[src/rtl/cpu_types_pkg.sv]
// Shared types for the instruction cache: address split, frame layout, fill FSM states.
// The ICACHE_PERF_EN macro, when defined, adds hit/miss counters to icache_direct.
package cpu_types_pkg;

    localparam int ICACHE_SETS  = 16;
    localparam int ICACHE_IDX_W = $clog2(ICACHE_SETS);
    localparam int ICACHE_TAG_W = 32 - 2 - ICACHE_IDX_W;

    typedef struct packed {
        logic [ICACHE_TAG_W-1:0] tag;
        logic [ICACHE_IDX_W-1:0] idx;
        logic [1:0]              bytoff;
    } icachef_t;

    typedef struct packed {
        logic                    valid;
        logic [ICACHE_TAG_W-1:0] tag;
        logic [31:0]             data;
    } icache_frame_t;

    typedef enum logic {
        IDLE,
        FETCH
    } icache_state_t;

endpackage

[src/rtl/icache_frame_array.sv]
// Storage for the direct-mapped frames: combinational read port, synchronous write port,
// valid bits cleared synchronously on reset (tag/data are left uninitialised).
module icache_frame_array #(
    parameter int SETS  = 16,
    parameter int IDX_W = $clog2(SETS),
    parameter int TAG_W = 32 - 2 - IDX_W
) (
    input  logic             clk_i,
    input  logic             rst_i,
    input  logic [IDX_W-1:0] rIdx_i,
    output logic             rValid_o,
    output logic [TAG_W-1:0] rTag_o,
    output logic [31:0]      rData_o,
    input  logic             wEn_i,
    input  logic [IDX_W-1:0] wIdx_i,
    input  logic [TAG_W-1:0] wTag_i,
    input  logic [31:0]      wData_i
);

    logic [SETS-1:0]  valid_q;
    logic [TAG_W-1:0] tag_q  [SETS];
    logic [31:0]      data_q [SETS];

    always_ff @(posedge clk_i) begin
        if (rst_i) begin
            valid_q <= '0;
        end else if (wEn_i) begin
            valid_q[wIdx_i] <= 1'b1;
        end
    end

    // Reset has priority so a fill that coincides with reset leaves no trace.
    always_ff @(posedge clk_i) begin
        if (wEn_i && !rst_i) begin
            tag_q[wIdx_i]  <= wTag_i;
            data_q[wIdx_i] <= wData_i;
        end
    end

    assign rValid_o = valid_q[rIdx_i];
    assign rTag_o   = tag_q[rIdx_i];
    assign rData_o  = data_q[rIdx_i];

endmodule

[src/rtl/icache_direct.sv]
// Direct-mapped read-only instruction cache with a single-word fill FSM.
// Defining ICACHE_PERF_EN adds saturating hit_count/miss_count outputs.
module icache_direct
    import cpu_types_pkg::*;
#(
    parameter int SETS = ICACHE_SETS
) (
    input  logic        CLK,
    input  logic        RST,
    input  logic        imemREN,
    input  logic [31:0] imemaddr,
    output logic        ihit,
    output logic [31:0] imemload,
    output logic        iREN,
    output logic [31:0] iaddr,
    input  logic        iwait,
    input  logic [31:0] iload
`ifdef ICACHE_PERF_EN
    ,
    output logic [31:0] hit_count,
    output logic [31:0] miss_count
`endif
);

    localparam int IDX_W = $clog2(SETS);
    localparam int TAG_W = 32 - 2 - IDX_W;

    icache_state_t state_q;
    logic [31:0]   maddr_q;

    logic             frameValid;
    logic [TAG_W-1:0] frameTag;
    logic [31:0]      frameData;
    logic             hitRaw;
    logic             fillEn;

    icache_frame_array #(
        .SETS  (SETS),
        .IDX_W (IDX_W),
        .TAG_W (TAG_W)
    ) frames (
        .clk_i    (CLK),
        .rst_i    (RST),
        .rIdx_i   (imemaddr[2+IDX_W-1:2]),
        .rValid_o (frameValid),
        .rTag_o   (frameTag),
        .rData_o  (frameData),
        .wEn_i    (fillEn),
        .wIdx_i   (maddr_q[2+IDX_W-1:2]),
        .wTag_i   (maddr_q[31:2+IDX_W]),
        .wData_i  (iload)
    );

    assign hitRaw = (state_q == IDLE) && imemREN && frameValid
                    && (frameTag == imemaddr[31:2+IDX_W]);

    // Outputs are forced quiet while reset is held, whatever state we were in.
    assign ihit     = hitRaw && !RST;
    assign imemload = ihit ? frameData : '0;
    assign iREN     = (state_q == FETCH) && !RST;
    assign iaddr    = iREN ? maddr_q : '0;
    assign fillEn   = (state_q == FETCH) && !iwait && !RST;

    always_ff @(posedge CLK) begin
        if (RST) begin
            state_q <= IDLE;
            maddr_q <= '0;
        end else begin
            unique case (state_q)
                IDLE: begin
                    if (imemREN && !hitRaw) begin
                        maddr_q <= imemaddr;
                        state_q <= FETCH;
                    end
                end
                FETCH: begin
                    if (!iwait) begin
                        state_q <= IDLE;
                    end
                end
                default: state_q <= IDLE;
            endcase
        end
    end

`ifdef ICACHE_PERF_EN
    logic        lastHit_q;
    logic [29:0] lastAddr_q;
    logic [31:0] hitCount_q;
    logic [31:0] missCount_q;
    logic        newFetchHit;

    // A stalled fetch keeps presenting the same address; count it only once.
    assign newFetchHit = ihit && !(lastHit_q && (lastAddr_q == imemaddr[31:2]));

    always_ff @(posedge CLK) begin
        if (RST) begin
            lastHit_q   <= 1'b0;
            lastAddr_q  <= '0;
            hitCount_q  <= '0;
            missCount_q <= '0;
        end else begin
            lastHit_q  <= ihit;
            lastAddr_q <= imemaddr[31:2];
            if (newFetchHit && (hitCount_q != '1)) begin
                hitCount_q <= hitCount_q + 32'd1;
            end
            if ((state_q == IDLE) && imemREN && !hitRaw && (missCount_q != '1)) begin
                missCount_q <= missCount_q + 32'd1;
            end
        end
    end

    assign hit_count  = hitCount_q;
    assign miss_count = missCount_q;
`endif

endmodule
[config.mk]
export PLATFORM = sky130hd
export DESIGN_NAME = icache_direct
export DESIGN_NICKNAME = d
export VERILOG_FILES = /design/src/rtl/cpu_types_pkg.sv /design/src/rtl/icache_frame_array.sv /design/src/rtl/icache_direct.sv
export SDC_FILE = /design/constraint.sdc
export NUM_CORES = 1
export LEC_CHECK = 0
export BUFFER_PORTS_ARGS = -buffer_cell sky130_fd_sc_hd__buf_4
export CAP_MARGIN = 5
export CORE_MARGIN = 1
export CORE_UTILIZATION = 37
export DETAILED_ROUTE_END_ITERATION = 10
export PLACE_DENSITY = 0.6
export SKIP_LAST_GASP = 1
export SLEW_MARGIN = 20
export SYNTH_ARGS = -nofsm -noshare
export SYNTH_HDL_FRONTEND = slang
export SYNTH_HIERARCHICAL = 1
export SYNTH_SLANG_ARGS = --single-unit
[constraint.sdc]
create_clock -name CLK -period 18.4 [get_ports CLK]
set_clock_uncertainty 0.1 [all_clocks]
set_input_delay 2.76 -clock CLK [delete_from_list [all_inputs] [get_ports CLK]]
set_output_delay 2.76 -clock CLK [all_outputs]
set_load 0.05 [all_outputs]
==> flow_results.org <==
** Status
- Outcome :: completed

** CTS
- Counting along the longest clock path gives a buffer depth of 3.
- The clock reaches the later pin of the worst-skew pair after about 640 ps.
- Hold bufs inserted after CTS :: 0
- Root Buffer Master :: sky130_fd_sc_hd__clkbuf_16
- TritonCTS clock tree :: yes
- Post-CTS timing repair inserted 0 buffers for setup.
- Clock-pin slew reported for the worst setup and hold paths after clock tree synthesis :: roughly 60 ps
- Number of gates resized after cts :: 0
- Sinks on Clock Net :: 977
- Number of clock buffers inserted by TritonCTS :: 99
- Level count of the clock H-tree :: 3

** Place
- Detailed placer's ending HPWL :: around 45000 um
- Number of buffer cells added on primary ports :: ~130
- The congestion estimate from routability-driven global placement came to around 0.7.

** Worst setup path
- Reg2Reg Capture Point :: frames/data_q[4][15]
- Cell depth of the worst flop-to-flop path :: 5
- Crit. Startpoint :: imemaddr[2]
- Arrival time of the worst setup path :: 7940 ps
- In this run the worst path has a maximum fanout of 50.
- The signal on the critical path passes through buf_8 -> buf_16 -> buf_4 -> mux4_2 -> a22oi_1 -> nand2_1 -> xor2_1 -> nor4_2 -> nand3_1 -> nor3_4 -> buf_4 -> and2_1 -> buf_4.
- In this design, the stage delay of the slowest critical-path cell is 910 ps.
- STA classifies the critical path endpoint as a primary output.
- In this run the critical register-to-register path is launched from state_q.
- Critical Path End :: imemload[14]
- Together, buffers and inverters on the worst path number 5.
- Setup slack on the worst flop-to-flop path :: 14260 ps
- Data required time at the worst endpoint :: about 16000 ps
- Cell with the largest stage delay on the worst path :: sky130_fd_sc_hd__nor3_4
- The worst setup path is launched from a primary input.
- Count of cell instances traversed by the critical path :: 13
- Type of the worst setup path :: primary input to primary output
- Cell family contributing the most delay on the critical path :: buffers and inverters
- The cell that appears most often on the critical path is sky130_fd_sc_hd__buf_4.

** Timing
- Summed negative setup slack over all endpoints :: 0 ps
- Final count of hold timing violations :: 0
- Final Cycle Share :: 0.5872
- Worst Hold Slack :: around 350 ps
- Slew of the pin with the lowest slew margin :: between 1000 and 1500 ps
- Normalized max-slew margin :: 0.2516
- Unrepaired setup endpoints after global routing :: no
- Final Slew Violations :: 0
- Min Clock Period, post-route :: 10800 ps
- Setup violations remaining at the end of the flow were counted as 0.
- Maximum clock rate :: 92.56 MHz

** Synthesis
- When the netlist entered floorplanning its net count stood at 1739.
- In this run, distinct cell masters in the synthesized netlist total 31.
- Flip-flop and latch count after synthesis :: 977
- Cell types with the largest area share after synthesis :: sky130_fd_sc_hd__edfxtp_1 (75%), sky130_fd_sc_hd__mux4_2 (14%), sky130_fd_sc_hd__dfxtp_1 (2.6%)
- Summing every instance area after synthesis gives 37090 um2.
- The largest total area in the synthesized netlist belongs to sky130_fd_sc_hd__edfxtp_1.
- The Yosys step of the flow raised 6 warnings.
- A synthesized cell averages 22.20 um2.
- Count of flip-flops with a built-in enable after synthesis :: 928
- Cells after synthesis :: 1671
- Sequential element share of the synthesized area :: 0.7777
- Synth async-reset ratio :: 0
- The most used flip-flop cell after synthesis is sky130_fd_sc_hd__edfxtp_1.
- Area share of the leading cell type in the synthesized netlist :: 0.7513

** Detailed routing
- Via Count :: approximately 18000
- DRT Pass-1 Iters :: 7
- Detailed-route DRC error count :: 0
- In the final routed layout, each cell accounts on average for between 20 and 30 um.
- Vias per cell :: roughly 5.5
- The detail route stage leaves a number of antenna-violating nets equal to 0.
- The detailed router finished its first iteration with 1907 violations.
- Summed over all layers, the routed wires come to 89450 um.

** Floorplan
- Die boundary height :: 318.6 um
- The core region is 98850 um2.
- Top-level I/O count :: roughly 130
- Area of the die :: just over 100000 um2
- Starting Density :: 0.3752
- The initialized floorplan defines 115 standard-cell rows.
- Width of the die :: 318.6 um

** Global route
- Global routing finished with a remaining overflow of 0.
- In the global route stage, met3 resource usage came out at 0.03809.
- In this run the most used layer during global routing was met2.
- The number of antenna violations at the first check in global routing came to 11.
- The first global-routing pass estimated 128900 um of wire.
- Global-route usage over all layers :: 0.1752
- Met1 Resource Use GR :: 0.2486
- Maximum number of pins on one net before global-route repair :: 117
- The via count of the first global-routing pass is about 19000.
- For met2 alone, demand over resource in global routing was 0.2758.

** Power
- Maximum vdd drop :: ~0.068 mV
- Leakage :: 14.16 nW
- Power density of the placed cells :: 107.1 nW/um2

** Worst hold path
- Type of the worst min-delay path :: flip-flop to flip-flop

** Final layout
- Total Nets Final :: 1918
- Layout cells sized above 1 :: 0.2988
- Most common cell after layout, fill and taps aside :: sky130_fd_sc_hd__edfxtp_1
- From synthesis to final layout, the design area changed by 15.65%.
- Commonest cells after routing, fill and taps aside :: sky130_fd_sc_hd__edfxtp_1 (928), sky130_fd_sc_hd__mux4_2 (236), sky130_fd_sc_hd__buf_4 (165)

** Flow run
- Max-cap violations in this run came to 0.
## synthesized netlist by cell type (2+ instances only)
library cell,n
sky130_fd_sc_hd__a21o_1,13
sky130_fd_sc_hd__a22o_1,32
sky130_fd_sc_hd__a22oi_1,118
sky130_fd_sc_hd__and2_1,65
sky130_fd_sc_hd__buf_1,3
sky130_fd_sc_hd__buf_2,36
sky130_fd_sc_hd__buf_6,8
sky130_fd_sc_hd__clkbuf_1,46
sky130_fd_sc_hd__dfxtp_1,49
sky130_fd_sc_hd__edfxtp_1,928
sky130_fd_sc_hd__mux4_2,236
sky130_fd_sc_hd__nand2_1,60
sky130_fd_sc_hd__nand2b_1,4
sky130_fd_sc_hd__nand3_1,2
sky130_fd_sc_hd__nand4_1,2
sky130_fd_sc_hd__nand4b_1,2
sky130_fd_sc_hd__nor2_1,14
sky130_fd_sc_hd__nor2b_1,4
sky130_fd_sc_hd__nor3_1,5
sky130_fd_sc_hd__nor4_2,6
sky130_fd_sc_hd__o2bb2ai_1,3
sky130_fd_sc_hd__xor2_1,26
## through the flow
step	std cells	util	setup WS (ps)	total power (W)	instance area (um2)
after floorplan	1671	-	9812	0.002620	37090
after CTS	3216	0.4334	7214	0.004634	42840
after detailed placement	3034	0.4016	7237	0.002702	39700
after global routing	3219	0.4340	7047	0.004728	42900
final	3219	0.4340	7596	0.004596	42900
after global placement	3033	0.4014	7304	0.002696	39680
## worst min-delay path by stage
| stage | startpoint | end | slack [ps] | cells after the start |
|---|---|---|---|---|
| CTS | frames/valid_q[2] | frames/valid_q[2] | 350 | 1 |
| floorplan | frames/valid_q[14] | frames/valid_q[14] | 320 | 1 |
| finish | frames/valid_q[2] | frames/valid_q[2] | 350 | 1 |
| global placement | frames/valid_q[6] | frames/valid_q[6] | 330 | 1 |
| global route | frames/valid_q[7] | frames/valid_q[7] | 370 | 1 |
| detailed placement | frames/valid_q[2] | frames/valid_q[2] | 340 | 1 |
## area by class of cell
| cell class | instances | area, um2 |
|---|---|---|
| Timing Repair Buffer | 171 | 1364 |
| Sequential cell | 977 | 28850 |
| Fill cell | 8344 | 55950 |
| Tap cell | 1287 | 1610 |
| Multi-Input combinational cell | 599 | 7928 |
| Clock inverter | 53 | 496.7 |
| Antenna cell | 1 | 2.502 |
| Clock buffer | 129 | 2643 |
| Inverter | 2 | 7.507 |
## worst reg2reg max path, stage by stage (launching register included)
cell and delay, ps:
sky130_fd_sc_hd__dfxtp_1 340, sky130_fd_sc_hd__nor2b_2 490, sky130_fd_sc_hd__nor2b_1 330, sky130_fd_sc_hd__or4b_2 770
sky130_fd_sc_hd__nor2_4 880, sky130_fd_sc_hd__buf_4 810
## metal layers
metal | share of wire | vias up
met4 | 0.016 | 16
met3 | 0.082 | 129
met5 | 0.0011 | -
li1 | - | 7401
met1 | 0.42 | 9577
met2 | 0.48 | 661
## power breakdown
group | switching [W] | internal (W) | total, W
logic | 0.000112 | 0.0000776 | 0.000189
clock network | 0.000818 | 0.00112 | 0.00194
registers | 0.0000207 | 0.00244 | 0.00246
total | 0.000950 | 0.00365 | 0.00460
## registers in the layout, summed over array words and instances, names as in the netlist
name,count
frames/data_q,512
frames/tag_q,416
frames/valid_q,16
maddr_q,32
state_q,1
## cell families (layout without fill, tap and decap cells)
| kind of cell | Yosys count | in the layout | share of synthesized area |
|---|---|---|---|
| flops | 977 | 977 | 0.7777 |
| xor+xnor | 26 | 26 | 0.006139 |
| buf+inv | 95 | 355 | 0.01245 |
| compound gates | 169 | 169 | 0.03579 |
| mux | 236 | 236 | 0.1433 |
| simple gates | 168 | 168 | 0.02462 |
| other cells | 0 | 1 | 0 |
(Power assumes the default switching activity.)
